## src/rtl/i2c_bus_monitor.sv

```systemverilog
// rtl/i2c_bus_monitor.sv - I2C pin synchronizer, glitch filter, START/STOP detect and byte framer
module i2c_bus_monitor #(
   parameter int         SYNC_STAGES = 2,
   parameter int         FILTER_LEN  = 3,
   parameter logic [6:0] DEV_ADDR    = 7'h42
) (
   input  logic       clk,
   input  logic       rst_n,
   input  logic       scl_in,
   input  logic       sda_in,
   output logic       start_cond,
   output logic       stop_cond,
   output logic       scl_rise,
   output logic       scl_fall,
   output logic [3:0] clock_count,
   output logic [7:0] rx_byte,
   output logic       byte_valid,
   output logic       address_match,
   output logic       read_bit,
   output logic       write_bit,
   output logic       bus_busy
);

   typedef enum logic {IDLE, ACTIVE} state_t;

   logic [SYNC_STAGES-1:0] scl_sync_q, sda_sync_q;
   logic [1:0]             sync_w;
   logic [1:0]             filt_q, filt_d;
   logic [1:0]             prev_q;
   logic [3:0]             cnt_q [2];
   logic [3:0]             cnt_d [2];

   state_t      state_q, state_d;
   logic [3:0]  clock_count_q, clock_count_d;
   logic [6:0]  shift_q, shift_d;
   logic [7:0]  rx_byte_q, rx_byte_d;
   logic        first_q, first_d;
   logic        match_q, match_d;
   logic        rd_q, rd_d;
   logic        wr_q, wr_d;
   logic        start_q, stop_q, rise_q, fall_q, bv_q, bv_d;

   logic scl_f, sda_f, scl_p, sda_p;
   logic start_w, stop_w, rise_w, fall_w;

   always_ff @(posedge clk or negedge rst_n) begin
      if (!rst_n) begin
         scl_sync_q <= '1;
         sda_sync_q <= '1;
      end else begin
         scl_sync_q <= {scl_sync_q[SYNC_STAGES-2:0], scl_in};
         sda_sync_q <= {sda_sync_q[SYNC_STAGES-2:0], sda_in};
      end
   end

   assign sync_w = {scl_sync_q[SYNC_STAGES-1], sda_sync_q[SYNC_STAGES-1]};

   // Index 1 is SCL, index 0 is SDA; both lines see identical delay so ordering survives.
   always_comb begin
      filt_d = filt_q;
      for (int i = 0; i < 2; i++) begin
         cnt_d[i] = 4'd0;
         if (sync_w[i] != filt_q[i]) begin
            if (cnt_q[i] == 4'(FILTER_LEN - 1)) begin
               filt_d[i] = sync_w[i];
            end else begin
               cnt_d[i] = cnt_q[i] + 4'd1;
            end
         end
      end
   end

   always_ff @(posedge clk or negedge rst_n) begin
      if (!rst_n) begin
         filt_q   <= 2'b11;
         prev_q   <= 2'b11;
         cnt_q[0] <= 4'd0;
         cnt_q[1] <= 4'd0;
      end else begin
         filt_q   <= filt_d;
         prev_q   <= filt_q;
         cnt_q[0] <= cnt_d[0];
         cnt_q[1] <= cnt_d[1];
      end
   end

   assign scl_f   = filt_q[1];
   assign sda_f   = filt_q[0];
   assign scl_p   = prev_q[1];
   assign sda_p   = prev_q[0];
   assign start_w = scl_p & scl_f & sda_p & ~sda_f;
   assign stop_w  = scl_p & scl_f & ~sda_p & sda_f;
   assign rise_w  = ~scl_p & scl_f;
   assign fall_w  = scl_p & ~scl_f;

   always_comb begin
      state_d       = state_q;
      clock_count_d = clock_count_q;
      shift_d       = shift_q;
      rx_byte_d     = rx_byte_q;
      first_d       = first_q;
      match_d       = match_q;
      rd_d          = rd_q;
      wr_d          = wr_q;
      bv_d          = 1'b0;
      if (start_w) begin
         state_d       = ACTIVE;
         clock_count_d = 4'd0;
         first_d       = 1'b1;
         match_d       = 1'b0;
         rd_d          = 1'b0;
         wr_d          = 1'b0;
      end else if (stop_w) begin
         state_d       = IDLE;
         clock_count_d = 4'd0;
         first_d       = 1'b0;
         match_d       = 1'b0;
         rd_d          = 1'b0;
         wr_d          = 1'b0;
      end else if (state_q == ACTIVE && rise_w) begin
         if (clock_count_q == 4'd8) begin
            clock_count_d = 4'd0;
         end else begin
            shift_d       = {shift_q[5:0], sda_f};
            clock_count_d = clock_count_q + 4'd1;
            if (clock_count_q == 4'd7) begin
               rx_byte_d = {shift_q, sda_f};
               bv_d      = 1'b1;
               if (first_q) begin
                  match_d = (shift_q == DEV_ADDR);
                  rd_d    = ~sda_f;
                  wr_d    = sda_f;
                  first_d = 1'b0;
               end
            end
         end
      end
   end

   always_ff @(posedge clk or negedge rst_n) begin
      if (!rst_n) begin
         state_q       <= IDLE;
         clock_count_q <= 4'd0;
         shift_q       <= 7'd0;
         rx_byte_q     <= 8'h00;
         first_q       <= 1'b0;
         match_q       <= 1'b0;
         rd_q          <= 1'b0;
         wr_q          <= 1'b0;
         bv_q          <= 1'b0;
         start_q       <= 1'b0;
         stop_q        <= 1'b0;
         rise_q        <= 1'b0;
         fall_q        <= 1'b0;
      end else begin
         state_q       <= state_d;
         clock_count_q <= clock_count_d;
         shift_q       <= shift_d;
         rx_byte_q     <= rx_byte_d;
         first_q       <= first_d;
         match_q       <= match_d;
         rd_q          <= rd_d;
         wr_q          <= wr_d;
         bv_q          <= bv_d;
         start_q       <= start_w;
         stop_q        <= stop_w;
         rise_q        <= rise_w;
         fall_q        <= fall_w;
      end
   end

   assign start_cond    = start_q;
   assign stop_cond     = stop_q;
   assign scl_rise      = rise_q;
   assign scl_fall      = fall_q;
   assign clock_count   = clock_count_q;
   assign rx_byte       = rx_byte_q;
   assign byte_valid    = bv_q;
   assign address_match = match_q;
   assign read_bit      = rd_q;
   assign write_bit     = wr_q;
   assign bus_busy      = (state_q == ACTIVE);

endmodule

```

## config.mk

```make
export PLATFORM = sky130hd
export DESIGN_NAME = i2c_bus_monitor
export DESIGN_NICKNAME = d
export VERILOG_FILES = /design/src/rtl/i2c_bus_monitor.sv
export SDC_FILE = /design/constraint.sdc
export NUM_CORES = 1
export LEC_CHECK = 0
export BUFFER_PORTS_ARGS = -buffer_cell sky130_fd_sc_hd__buf_4
export CAP_MARGIN = 5
export CELL_PAD_IN_SITES_DETAIL_PLACEMENT = 2
export CELL_PAD_IN_SITES_GLOBAL_PLACEMENT = 2
export CORE_ASPECT_RATIO = 1.5
export CORE_UTILIZATION = 40
export CTS_BUF_LIST = sky130_fd_sc_hd__clkbuf_8
export DETAILED_ROUTE_END_ITERATION = 10
export PLACE_DENSITY = 0.77
export SYNTH_ARGS = -nofsm -noshare
export SYNTH_HDL_FRONTEND = slang
export SYNTH_SLANG_ARGS = --single-unit
```

## constraint.sdc

```tcl
create_clock -name clk -period 1.8 [get_ports clk]
set_clock_uncertainty 0.2 [all_clocks]
set_input_delay 0.09 -clock clk [delete_from_list [all_inputs] [get_ports clk]]
set_output_delay 0.09 -clock clk [all_outputs]
set_load 0.05 [all_outputs]
```

**Word-level counts from Yosys, hierarchy flattened**

Index checks and enable logic that the tools add are counted.

- Bitwise logic cells: 14
- Mux-type cells: 38
- Equality and inequality tests: 8
- Reductions and logical operators: 11
- Add/sub/neg operators: 3

Operator list:

| kind | number |
|---|---|
| 4-bit 2-to-1 mux | 8 |
| 1-bit 2-to-1 mux | 30 |
| 4-bit by 1-bit adder with 4-bit output (second input constant) | 3 |
| 3-bit nonzero test | 3 |
| 4-bit by 2-bit equality test with 1-bit output (second input constant) | 2 |
| 4-bit AND reduction | 2 |
| 1-bit AND | 7 |
| 7-bit equality test (second input constant) | 1 |
| 1-bit inverter | 7 |
| 5-bit AND reduction | 1 |
| 4-bit by 3-bit equality test with 1-bit output (second input constant) | 1 |
| 4-bit equality test (second input constant) | 1 |
| 2-bit AND reduction | 2 |
| 3-bit != test (second input constant) | 1 |
| 3-bit AND reduction | 1 |
| 1-bit != test | 2 |
| 2-bit nonzero test | 1 |
| 1-bit logical AND | 1 |

- Output and inout port bits: 21
- Register bits after elaboration: 45
- Logic and storage cells: 94

**Depth between registers and ports, before layout**

- Word-level depth: 7
- Depth in mapped cells: 5

**Least setup slack after synthesis**

OpenSTA, ideal clock, no wires.

- Path type: flip-flop to flip-flop
- From: register clock_count_q[0] (netlist: clock_count[0])
- To: register rx_byte_q[0] (netlist: rx_byte[0])
- Library setup time: 0.125 ns
- Data required time: 1.475 ns
- Path slack: -0.186 ns
- Cell stages (with the launch flop): 5
- Arrival: 1.662 ns
- Cells stage by stage: dfrtp_1 -> ha_1 -> nand4b_4 -> nor2_4 -> mux2_2

- Cells in the longest elaborated chain, start to end: 3
- Elaborated cells between the ends (all ways): 4

RTL lines:

| what | RTL line | text |
|---|---|---|
| start: declaration | 34 | `logic [3:0] clock_count_q, clock_count_d;` |
| start signal: assignment | 157 | `clock_count_q <= clock_count_d;` |
| 4-bit equality test | 121 | `if (clock_count_q == 4'd8) begin` |
| 1-bit inverter (no line) | -- |  |
| 5-bit AND reduction (no line) (*) | -- |  |
| end signal: assignment | 159 | `rx_byte_q <= rx_byte_d;` |
| end: declaration | 36 | `logic [7:0] rx_byte_q, rx_byte_d;` |

Mark *: on every way between the ends. The rest lies on a longest branch, timed or not.
A chain may end at the register's enable or synchronous reset.

**Worst setup path after layout**

- From: register clock_count_q[1] (netlist: clock_count[1])
- To: register shift_q[6]

- Cells in the longest elaborated chain, start to end: 3

RTL lines:

| what | RTL line | text |
|---|---|---|
| 4-bit equality test | 121 |  |
| 1-bit inverter (no line) | -- |  |
| 4-bit AND reduction (no line) | -- |  |
| end signal: assignment | 158 | `shift_q <= shift_d;` |
| end: declaration | 35 | `logic [6:0] shift_q, shift_d;` |

No other way between the ends.

==> run metrics <==
largest net degree at the start of global routing=46; Yosys cell types=32; ant diodes=0; P_leak=0.00114 µW; fraction of layout cells with a size suffix above 1=0.409; I/O pins=25; fillers=459; Post-synth EDFFs=0; chip height=86.0 µm; Least-Margin Pin Slew=0.576 ns; Synth area leaders=dfrtp_1 49%, dfstp_2 11%, mux2_2 10%; clock buffer depth=2; max_slew headroom=0.616; clk sinks=45; final hold viol count=0; H-tree levels=2; Total GRT Usage=0.181; first-pass GRT wire length=6640 µm; final setup vio count=0; Top FF cell, synth=dfrtp_1; CP startpoint=clock_count[1]; Crit path arrival time=1.71 ns; failing checks=design-rule violations; Final Wtd Congestion=0.728; syn_nets=approximately 150; max-capacitance violation count=0; slowest stage delay, CP=0.43 ns; final routed DRC violation total=4; CTS Buf Count=5; FMAX=580 MHz; slowest CP cell=dfrtp_2; met2 routed wirelength=2190 µm; initial antenna violation count=0; footprint of the multi-input gates=732 µm²; vias in the first global route=1378; Synth top cells by count=37 x dfrtp_1, 17 x mux2_2, 13 x nor2_1; Cell Chain, Critical Path=inv_1, ha_1, nand2_2, o21ai_4, mux2_2; Tmin final=1.72 ns; P&R area growth vs syn=24.3%; storage element area=1140 µm²; Rows=30; Finished Core Util=0.519; flop and latch count out of synthesis=45; Setup Crit Path Kind=flip-flop to flip-flop; Seq/Total Area, Yosys=0.605; count leader, synth=dfrtp_1; Routed Antenna Nets=0; CTS tree=done; core area=4500 µm²; Avg Inst Size Synth=roughly 13 µm²; Final Cycle Share=0.958; drt wl/cell=17.1 µm; reg2reg end=shift_q[6]; Syn Inst Count=144; Chip Width=58.0 µm; starting density of the core=0.417; Vias/cell=5.29; FF-to-FF path depth=5; total power=3080 µW; CP required=between 1.5 and 2 ns; DP HPWL=about 2800 µm; Worst-Skew Late Latency=~0.3 ns; pwr dens=1320 nW/µm²; Max Used Layer=met4; Clk Tree Root Cell=clkbuf_8; WL final=4000 µm; ys async rst share=1.00; CP endpoint=shift_q[6]; post-synth top area share=0.493; peak supply drop=0.000649 V; I/O Buffers=24; DR vias=1239; WL met1=1550 µm; worst r2r src=clock_count[1]; met3 WL=131 µm; gr ovfl total=0; fin nets=195; DRT iter0 DRCs=27; largest area contributor in the netlist=dfrtp_1; die area=~5000 µm²; CP Launch Type=flip-flop; Critical Path Sink Type=flip-flop; Ys Warns=0; Slew Limit Fails=0; drt pass-1 iters=6; Mapped Area=1880 µm²; r2r setup slk=0.08 ns; status=complete, but fails checks; Hold Crit Class=primary input to async pin; Clock transition at path regs=0.07 ns; critical path peak fanout=5
-- per-layer routing --
layer	vias up	GRT usage
li1	573	-
met3	13	0.0437
met4	0	0.0887
met1	624	0.196
met5	-	0
met2	29	0.322
-- critical path, delay by kind of cell (launching register included) --
kind	cells	cell delay (ns)
buffers and inverters	1	0.10
and+or+nand+nor	1	0.11
muxes	1	0.37
AOI/OAI and AO/OA	1	0.23
adders and majority gates	1	0.17
DFF	1	0.43
-- how the worst min path moves through the flow --
stage,to,start,slack [ns],cells past startpoint
after global routing,sda_sync_q[1],sda_sync_q[0],0.16,0
after global placement,byte_valid,rst_n,-0.09,1
after CTS,clock_count[3],rst_n,0.15,2
after detailed placement,clock_count[3],rst_n,-0.08,1
after floorplan,address_match,rst_n,-0.41,0
final,byte_valid,rst_n,0.14,2
-- placed cells by master (no fill, tap or decap), types with 4 or more instances in the layout --
master / instances
inv_1: 10
nand2_1: 7
xnor2_1: 5
dfrtp_2: 4
nor2_1: 13
mux2_2: 17
nand3_1: 4
dfstp_2: 8
ha_1: 5
o21ai_0: 7
dfrtp_1: 33
buf_4: 31
a21oi_1: 4
clkbuf_8: 6
-- cells by family (layout without fill, tap and decap cells) --
logic type,Yosys count,count (layout),synth area share
DFF,45,45,0.605
and+or+nand+nor,39,39,0.121
xor gates and xnor gates,7,7,0.0326
AOI/OAI and AO/OA,18,19,0.0672
adders and majority gates,6,6,0.0399
muxes,19,19,0.113
buffers and inverters,10,51,0.0226
-- what timing repair did --
action | in CTS | in global routing
pin swaps | 1 | 2
setup endpoints to repair | 5 | 15
gates cloned | 1 | 0
resized for setup | 1 | 1
endpoints found under the hold margin | 47 | 0
buffers inserted | 0 | 4
hold buffers | 3 | 0
-- sequential cells by signal (all words and copies together) (netlist names), 2 cells and up --
register and count:
clock_count 4, cnt_q 8, filt_q 2, prev_q 2
rx_byte 8, scl_sync_q 2, sda_sync_q 2, shift_q 7
-- stage by stage --
step                setup WS (ns)  hold slack, ns  setup TNS [ns]  std cells  instance area (µm²)
floorplan                  0.0129          -0.406               0        144                 1900
global placement           0.0484         -0.0851               0        218                 2150
detailed placement         0.0186         -0.0764               0        218                 2150
CTS                       0.00895           0.151               0        230                 2290
global route              -0.0114           0.162         -0.0383        234                 2340
finish                     0.0761           0.136               0        234                 2340
-- power by group --
group          switching [µW]  internal [µW]  leakage [µW]
clock network             317            302     0.0000538
registers                 199           1250      0.000583
logic                     595            420      0.000507
-- final cells by class --
type | count | share of cell area
inverters | 8 | 0.0129
flip-flops and latches | 45 | 0.488
well taps | 48 | 0.0257
clock buffers | 6 | 0.0354
repair buffers | 35 | 0.121
clock inverters | 2 | 0.00321
multi-input cells | 90 | 0.313
Power figures use the tool's default switching activity.
